`src/rtl/uart_rx_ack.sv`:
```
// 8N1 UART receiver: synchronised RX pin, 3-sample mid-bit majority vote,
// received byte held with rx_ready until rx_ack; framing/overrun pulses.
module uart_rx_ack #(
  parameter int unsigned CLKS_PER_BIT = 1085,
  parameter int unsigned SYNC_STAGES  = 2
) (
  input  logic       clk,
  input  logic       rst,
  input  logic       uart_rxd,
  output logic [7:0] rx_data,
  output logic       rx_ready,
  input  logic       rx_ack,
  output logic       frame_err,
  output logic       overrun,
  output logic       busy
);

  localparam int unsigned CNT_W = 16;
  localparam logic [CNT_W-1:0] SAMP_LO  = CNT_W'(CLKS_PER_BIT / 2 - 1);
  localparam logic [CNT_W-1:0] SAMP_MID = CNT_W'(CLKS_PER_BIT / 2);
  localparam logic [CNT_W-1:0] SAMP_HI  = CNT_W'(CLKS_PER_BIT / 2 + 1);
  localparam logic [CNT_W-1:0] CNT_LAST = CNT_W'(CLKS_PER_BIT - 1);

  typedef enum logic [1:0] {IDLE, START, DATA, STOP} state_t;

  state_t                 state, state_nxt;
  logic [SYNC_STAGES-1:0] sync_q;
  logic                   rxs, rxs_d, fall;
  logic [CNT_W-1:0]       cnt, cnt_nxt;
  logic [2:0]             bit_idx, bit_idx_nxt;
  logic [1:0]             samp, samp_nxt;
  logic                   maj;
  logic [7:0]             shift, shift_nxt, rx_data_nxt;
  logic                   rx_ready_nxt, frame_err_nxt, overrun_nxt;

  // Input synchroniser; resets to the idle (high) line level.
  always_ff @(posedge clk) begin
    if (rst) begin
      sync_q <= '1;
      rxs_d  <= 1'b1;
    end else begin
      sync_q <= {sync_q[SYNC_STAGES-2:0], uart_rxd};
      rxs_d  <= rxs;
    end
  end

  assign rxs  = sync_q[SYNC_STAGES-1];
  assign fall = rxs_d & ~rxs;
  // Third sample is the live rxs at SAMP_HI, so the vote resolves in that cycle.
  assign maj  = (samp[0] & samp[1]) | (samp[0] & rxs) | (samp[1] & rxs);

  always_ff @(posedge clk) begin
    if (rst) begin
      state     <= IDLE;
      cnt       <= '0;
      bit_idx   <= '0;
      samp      <= '0;
      shift     <= '0;
      rx_data   <= '0;
      rx_ready  <= 1'b0;
      frame_err <= 1'b0;
      overrun   <= 1'b0;
      busy      <= 1'b0;
    end else begin
      state     <= state_nxt;
      cnt       <= cnt_nxt;
      bit_idx   <= bit_idx_nxt;
      samp      <= samp_nxt;
      shift     <= shift_nxt;
      rx_data   <= rx_data_nxt;
      rx_ready  <= rx_ready_nxt;
      frame_err <= frame_err_nxt;
      overrun   <= overrun_nxt;
      busy      <= (state_nxt != IDLE);
    end
  end

  always_comb begin
    state_nxt     = state;
    cnt_nxt       = cnt + 1'b1;
    bit_idx_nxt   = bit_idx;
    samp_nxt      = samp;
    shift_nxt     = shift;
    rx_data_nxt   = rx_data;
    rx_ready_nxt  = rx_ready;
    frame_err_nxt = 1'b0;
    overrun_nxt   = 1'b0;

    if (rx_ack) begin
      rx_ready_nxt = 1'b0;
    end

    if (cnt == SAMP_LO) begin
      samp_nxt[0] = rxs;
    end
    if (cnt == SAMP_MID) begin
      samp_nxt[1] = rxs;
    end

    unique case (state)
      IDLE: begin
        cnt_nxt = '0;
        if (fall) begin
          state_nxt = START;
        end
      end
      START: begin
        if (cnt == SAMP_HI && maj) begin
          state_nxt = IDLE;
          cnt_nxt   = '0;
        end else if (cnt == CNT_LAST) begin
          state_nxt   = DATA;
          cnt_nxt     = '0;
          bit_idx_nxt = '0;
        end
      end
      DATA: begin
        if (cnt == SAMP_HI) begin
          shift_nxt = {maj, shift[7:1]};
        end
        if (cnt == CNT_LAST) begin
          cnt_nxt = '0;
          if (bit_idx == 3'd7) begin
            state_nxt = STOP;
          end else begin
            bit_idx_nxt = bit_idx + 3'd1;
          end
        end
      end
      STOP: begin
        // Decide at mid stop bit and rearm at once so back-to-back frames are caught.
        if (cnt == SAMP_HI) begin
          state_nxt = IDLE;
          cnt_nxt   = '0;
          if (!maj) begin
            frame_err_nxt = 1'b1;
          end else if (rx_ready) begin
            overrun_nxt = 1'b1;
          end else begin
            rx_data_nxt  = shift;
            rx_ready_nxt = 1'b1;
          end
        end
      end
      default: begin
        state_nxt = IDLE;
        cnt_nxt   = '0;
      end
    endcase
  end

endmodule

```
`config.mk`:
```
export PLATFORM = sky130hd
export DESIGN_NAME = uart_rx_ack
export DESIGN_NICKNAME = d
export VERILOG_FILES = /design/src/rtl/uart_rx_ack.sv
export SDC_FILE = /design/constraint.sdc
export NUM_CORES = 1
export LEC_CHECK = 0
export ABC_CLOCK_PERIOD_IN_PS = 2800
export CORE_MARGIN = 4
export CORE_UTILIZATION = 45
export DETAILED_ROUTE_END_ITERATION = 7
export PLACE_DENSITY = 0.67
export SLEW_MARGIN = 15
export SYNTH_ARGS = -nofsm -noshare
export SYNTH_HDL_FRONTEND = slang
export SYNTH_SLANG_ARGS = --single-unit
```
`constraint.sdc`:
```
create_clock -name clk -period 2.8 [get_ports clk]
set_input_delay 0.56 -clock clk [delete_from_list [all_inputs] [get_ports clk]]
set_output_delay 0.56 -clock clk [all_outputs]
set_load 0.02 [all_outputs]
```
==> flow_metrics.env, run 1 <==
export IMPL_status="finished clean"
export IMPL_finalSetupViolCount=0
export IMPL_drt_initial_drc_count=80
export IMPL_synth_net_count=234
export IMPL_worst_slew_pin_slew_ns=0.662
export IMPL_place_hpwl_um=2570
export IMPL_hold_path_class="register to register"
export IMPL_drive_above_1_share_pct=7.14
export IMPL_wirelength_um=3700
export IMPL_worstPathCellList="or4_1 -> or4_1 -> a22o_1 -> a31oi_4 -> nor2_1"
export IMPL_drtAntennaViolNets=0
export IMPL_clkTransAtPathRegs_ns=0.09
export IMPL_synth_flop_cell="dfxtp_1"
export IMPL_core_area_um2=4320
export IMPL_power_uw=1180
export IMPL_clk_path_buf_depth=2
export IMPL_max_stage_delay_ns=0.65
export IMPL_p_clk_share_pct=41.6
export IMPL_crit_type="register to register"
export IMPL_synth_edf_count=0
export IMPL_cpMaxStageDelayCell="or4_1"
export IMPL_seq_area_frac_synth_pct=45.9
export IMPL_antenna_found_initial=0
export IMPL_cts_tree="yes"
export IMPL_regArea_um2=921
export IMPL_grt_usage_pct=14.6
export IMPL_slew_headroom_pct=55.5
export IMPL_wl_per_cell_um=12.7
export IMPL_crit_path_max_fanout=16
export IMPL_dpl_cell_area_um2=2200
export IMPL_finish_instance_area_um2=2320
export IMPL_yosys_warnings=0
export IMPL_nNetsFinal=251
export IMPL_period_share_pct=89.3
export IMPL_pin_count=16
export IMPL_htree_levels=2
export IMPL_cts_resized=0
export IMPL_path_common_cell="or4_1"
export IMPL_die_height_um=74.8
export IMPL_area_growth_pct=15.5
export IMPL_start_util_pct=46.4
export IMPL_rsz0062_at_grt="no"
export IMPL_p_int_uw=937
export IMPL_final_max_slew_viol_count=0
export IMPL_root_buffer="clkbuf_8"
export IMPL_timing_fmax_mhz=400
export IMPL_syn_cell_area_um2=2010
export IMPL_gp_congestion=0.750
export IMPL_p_per_area_nw_per_um2=510
export IMPL_ys_async_sr_fraction_pct=0
export IMPL_clkSinkCount=46
export IMPL_vias=1526
export IMPL_antennaDiodeCount=0
export IMPL_row_count=24
export IMPL_ir_worst_vdd_mv=0.330
export IMPL_power_frac_seq_pct=55.8
export IMPL_power_switching_uw=244
export IMPL_fp_dieW_um=74.8
export IMPL_skew_ns=0.00560
export IMPL_vias_per_cell=5.26
export IMPL_synthCells=220
export IMPL_pwr_share_comb_pct=2.6
export IMPL_grt_pass1_wl_um=6400
export IMPL_end_kind="register"
export IMPL_tns_ns=0
export IMPL_switching_share_pct=20.7
export IMPL_final_hold_violation_count=0
export IMPL_p_leak_uw=0.000856
export IMPL_final_cells=290
export IMPL_dieArea_um2=5590
export IMPL_synth_seq_cells=46
export IMPL_worst_setup_path_start_kind="register"
export IMPL_cts_buffers=5
export IMPL_worstSkewPairLatency_ns=0.29
export IMPL_grt_pass1_vias=1384
export IMPL_period_needed_ns=2.50
export IMPL_drc=0
export IMPL_synth_distinct_cells=39
export IMPL_multi_input_area_um2=1010
export IMPL_fill_cells=407
export IMPL_required_ns=2.97
export IMPL_maxCapViolations=0
export IMPL_cp_data_arrival_time_ns=2.67
export IMPL_first_pass_iters=4
export IMPL_syn_area_per_cell_um2=9.12
export IMPL_io_buffers=15
export IMPL_grt_ovfl_total=0
export IMPL_post_cts_setup_buffers=0
export IMPL_dp_cells=282
export IMPL_hold_buffers=0
export IMPL_grt_start_max_net_pins=31
## final cells by class
cell class,count,area share [%]
clock buffers,5,2.97
clock inverters,3,1.94
inverters,9,1.46
multi-input cells,157,43.6
flip-flops and latches,46,39.7
well taps,52,2.81
repair buffers,18,7.45
## synth_stat cells, types with 2 or more instances
cell	n	area share (%)
mux2i_1	8	4.0
or4_1	3	1.1
xnor2_1	5	2.2
xor2_1	9	3.9
a31oi_1	2	0.62
nand4b_1	2	0.87
nand3_1	16	4.0
buf_2	3	0.75
inv_1	9	1.7
nand2b_1	7	2.2
or2_2	3	0.94
and3_1	4	1.2
and4_1	2	0.87
nand4_1	3	0.94
nand2_1	20	3.7
nor2_1	30	5.6
nor4_1	2	0.62
ha_1	10	6.2
o22ai_1	3	0.94
a21oi_1	12	3.0
dfxtp_1	46	46
clkbuf_1	4	0.75
## per-layer routing
| metal | track usage, % | vias up | share of wire [%] |
|---|---|---|---|
| met5 | 0 | - | 0 |
| li1 | - | 789 | - |
| met3 | 3.60 | 5 | 4.4 |
| met2 | 23.9 | 24 | 46 |
| met4 | 3.56 | 0 | 1.2 |
| met1 | 19.6 | 708 | 49 |
## worst max-delay path, delay by kind of cell (launching register included)
kind / cells / cell delay [ns]
flops: 1 / 0.33
simple gates: 3 / 1.33
compound gates: 2 / 0.71
## worst paths after layout
kind	from	end	slack [ns]	cells past startpoint
max	cnt[12]$_SDFF_PP0_	cnt[12]$_SDFF_PP0_	0.30	5
min	sync_q[0]$_SDFF_PP1_	sync_q[1]$_SDFF_PP1_	0.44	1
max reg2reg	cnt[12]$_SDFF_PP0_	cnt[12]$_SDFF_PP0_	0.30	5
min reg2reg	sync_q[0]$_SDFF_PP1_	sync_q[1]$_SDFF_PP1_	0.44	1
## through the flow
stage / hold slack (ns) / util, % / worst slack [ns]
after floorplan: 0.389 / - / 0.509
after global placement: 0.414 / 51.0 / 0.353
after detailed placement: 0.419 / 51.0 / 0.314
after CTS: 0.456 / 53.6 / 0.302
after global routing: 0.472 / 53.6 / 0.182
final: 0.443 / 53.6 / 0.298
## logic make-up (layout without fill, tap and decap cells)
logic type               count (synthesis)  in the layout  synth area share (%)
AO/OA/AOI/OAI                           26             26                  8.79
adder cells (fa/ha/maj)                 11             11                  6.73
flip-flops                              46             46                  45.9
buffers and inverters                   17             35                  3.74
XOR/XNOR                                14             14                  6.11
multiplexers                             8              8                  3.99
AND/OR/NAND/NOR                         98             98                  24.8
## power by group through the flow
stage / Sequential (uW) / Combinational (uW) / Clock [uW]
2_1_floorplan: 675 / 19.4 / 0
3_3_place_gp: 674 / 31.2 / 0
3_5_place_dp: 674 / 31.2 / 0
4_1_cts: 659 / 31.5 / 499
5_1_grt: 660 / 34.6 / 523
6_report: 659 / 31.2 / 491
## placed cells by master, fill, tap and decap left out, types with 2 or more instances in the layout
master           Yosys  routed
a21oi_1             12      12
a31oi_1              2       2
and3_1               4       4
and4_1               2       2
buf_4                0       3
clkbuf_8             0       5
clkdlybuf4s50_1      0      15
clkinvlp_4           0       2
dfxtp_1             46      46
ha_1                10      10
inv_1                9       9
mux2i_1              8       8
nand2_1             20      20
nand2b_1             7       7
nand3_1             16      16
nand4_1              3       3
nand4b_1             2       2
nor2_1              30      30
nor4_1               2       2
o22ai_1              3       3
or2_2                3       3
or4_1                3       3
xnor2_1              5       5
xor2_1               9       9
## state kept, by name, summed over array words and instances (netlist names)
signal and flops:
rxs_d 1, overrun 1, bit_idx 3, shift 8
state 2, rx_ready 1, busy 1, samp 2
rx_data 8, sync_q 2, cnt 16, frame_err 1
No activity file was read; power rests on OpenSTA's default activity.
==> inputs of run 2 (changes only) <==
--- a/config.mk
+++ b/config.mk
@@ -7,9 +7,9 @@
 export LEC_CHECK = 0
 export ABC_CLOCK_PERIOD_IN_PS = 2800
 export CORE_MARGIN = 4
-export CORE_UTILIZATION = 45
+export CORE_UTILIZATION = 57
 export DETAILED_ROUTE_END_ITERATION = 7
-export PLACE_DENSITY = 0.67
+export PLACE_DENSITY = 0.81
 export SLEW_MARGIN = 15
 export SYNTH_ARGS = -nofsm -noshare
 export SYNTH_HDL_FRONTEND = slang
==> run 2 against run 1 <==
- register-to-register slack is essentially flat
- die area shrank 19%
- via count shrank 0.72%
- critical endpoint is now cnt[6]$_SDFF_PP0_
- largest power group unchanged
==> flow_metrics.env, run 2 (synthesized netlist as in run 1, its figures left out) <==
export IMPL_multi_input_area_um2=1010
export IMPL_start_util_pct=59.7
export IMPL_holdPathEnd="sync_q[1]$_SDFF_PP1_"
export IMPL_cpMaxStageDelayCell="or4_1"
export IMPL_period_share_pct=89.1
export IMPL_top_layer="met4"
export IMPL_grt_pass1_wl_um=5780
export IMPL_clkTransAtPathRegs_ns=0.13
export IMPL_fill_cells=289
export IMPL_pwr_share_comb_pct=2.6
export IMPL_crit_path_max_fanout=16
export IMPL_regArea_um2=921
export IMPL_power_frac_seq_pct=55.8
export IMPL_wirelength_um=3400
export IMPL_finalSetupViolCount=0
export IMPL_clk_path_buf_depth=2
export IMPL_cts_resized=0
export IMPL_required_ns=3.05
export IMPL_fp_dieW_um=67.3
export IMPL_dieArea_um2=4530
export IMPL_cp_data_arrival_time_ns=2.74
export IMPL_antenna_found_initial=0
export IMPL_final_cell_mix="dfxtp_1 (46), nor2_1 (30), nand2_1 (20)"
export IMPL_dr_wl_met3_um=141
export IMPL_cts_buffers=5
export IMPL_first_pass_iters=5
export IMPL_io_buffers=15
export IMPL_clkSinkCount=46
export IMPL_crit_type="register to register"
export IMPL_final_core_util_pct=68.5
export IMPL_largest_register_ffs=16
export IMPL_pin_count=16
export IMPL_p_clk_share_pct=41.7
export IMPL_tns_ns=0
export IMPL_worstSkewPairLatency_ns=0.37
export IMPL_grt_start_max_net_pins=31
export IMPL_cts_tree="yes"
export IMPL_grt_usage_pct=16.8
export IMPL_maxCapViolations=0
export IMPL_ir_worst_vdd_mv=0.321
export IMPL_gp_congestion=0.866
export IMPL_place_hpwl_um=2390
export IMPL_period_needed_ns=2.49
export IMPL_hold_buffers=0
export IMPL_drive_above_1_share_pct=7.14
export IMPL_path_common_cell="or4_1"
export IMPL_rr_worst_depth=5
export IMPL_wl_per_cell_um=12.0
export IMPL_crit_buf_inv=0
export IMPL_cp_top_family="simple AND/OR/NAND/NOR gates"
export IMPL_drtAntennaViolNets=0
export IMPL_vias=1515
export IMPL_grt_pass1_vias=1359
export IMPL_reg_top3="cnt (16), rx_data (8), shift (8)"
export IMPL_p_leak_uw=0.000861
export IMPL_drt_met1_wl_um=1580
export IMPL_power_switching_uw=232
export IMPL_final_max_slew_viol_count=0
export IMPL_drt_initial_drc_count=117
export IMPL_worstPathCellList="or4_1 -> or4_1 -> a22o_1 -> a31oi_4 -> nor2_1"
export IMPL_worstReg2RegEnd="cnt[6]$_SDFF_PP0_"
export IMPL_slew_headroom_pct=61.6
export IMPL_p_per_area_nw_per_um2=514
export IMPL_rsz0062_at_grt="no"
export IMPL_htree_levels=2
export IMPL_final_hold_violation_count=0
export IMPL_wl_met2_um=1600
export IMPL_min_path_cells=1
export IMPL_mostFrequentLayoutCell="dfxtp_1"
export IMPL_r2r_start="cnt[12]$_SDFF_PP0_"
export IMPL_nNetsFinal=251
export IMPL_post_cts_setup_buffers=0
export IMPL_hold_path_class="register to register"
export IMPL_grt_ovfl_total=0
export IMPL_timing_hold_ws_ns=0.414
export IMPL_max_stage_delay_ns=0.65
export IMPL_skew_ns=0.00985
export IMPL_die_height_um=67.3
export IMPL_vias_per_cell=5.33
export IMPL_hold_start="sync_q[0]$_SDFF_PP1_"
export IMPL_worst_slew_pin_slew_ns=0.571
export IMPL_worst_setup_path_start_kind="register"
export IMPL_regMostFlops="cnt"
export IMPL_status="finished clean"
export IMPL_drc=0
export IMPL_end_kind="register"
export IMPL_area_growth_pct=14.7
export IMPL_row_count=21
export IMPL_core_area_um2=3360
export IMPL_timing_fmax_mhz=401
export IMPL_switching_share_pct=19.6
export IMPL_antennaDiodeCount=0
export IMPL_p_int_uw=951
export IMPL_r2r_slack_ns=0.31
export IMPL_root_buffer="clkbuf_4"
[run 2: cell types whose count changed in the layout (fill, tap and decap cells not counted), sizes merged]
cell and delta:
bufinv +1, clkinv +1, clkinvlp -2
[run 2: layer usage]
metal  up-vias  global-route usage [%]
met3         8                    3.66
met2        27                    27.0
met1       692                    20.1
met5         -                       0
li1        788                       -
met4         0                    11.4
[run 2: cell type report]
type                            instances  area share (%)
Clock buffer                            5            1.63
Clock inverter                          3            2.99
Inverter                                9            1.47
Multi-Input combinational cell        157            43.9
Sequential cell                        46            40.0
Tap cell                               46            2.50
Timing Repair Buffer                   18            7.50
[run 2: power groups by stage]
stage	clock network (uW)	registers [uW]	logic (uW)
final	493	660	30.3
after global routing	525	661	33.8
after CTS	504	660	30.5
after detailed placement	0	674	30.2
after global placement	0	674	30.6
after floorplan	0	675	19.4
[run 2: through the flow]
stage	worst slack (ns)	power (uW)	instances	cell area (um2)
2_1_floorplan	0.509	694	220	2010
3_3_place_gp	0.368	705	276	2200
3_5_place_dp	0.335	705	276	2200
4_1_cts	0.308	1190	284	2300
5_1_grt	0.160	1220	284	2300
6_report	0.306	1180	284	2300
[run 2: how the worst max path moves through the flow]
stage,start,cells past startpoint,end
3_3_place_gp,cnt[12]$_SDFF_PP0_,5,cnt[7]$_SDFF_PP0_
3_5_place_dp,cnt[12]$_SDFF_PP0_,5,cnt[8]$_SDFF_PP0_
4_1_cts,cnt[12]$_SDFF_PP0_,5,cnt[6]$_SDFF_PP0_
2_1_floorplan,cnt[12]$_SDFF_PP0_,7,cnt[13]$_SDFF_PP0_
6_report,cnt[12]$_SDFF_PP0_,5,cnt[6]$_SDFF_PP0_
5_1_grt,cnt[13]$_SDFF_PP0_,5,cnt[11]$_SDFF_PP0_
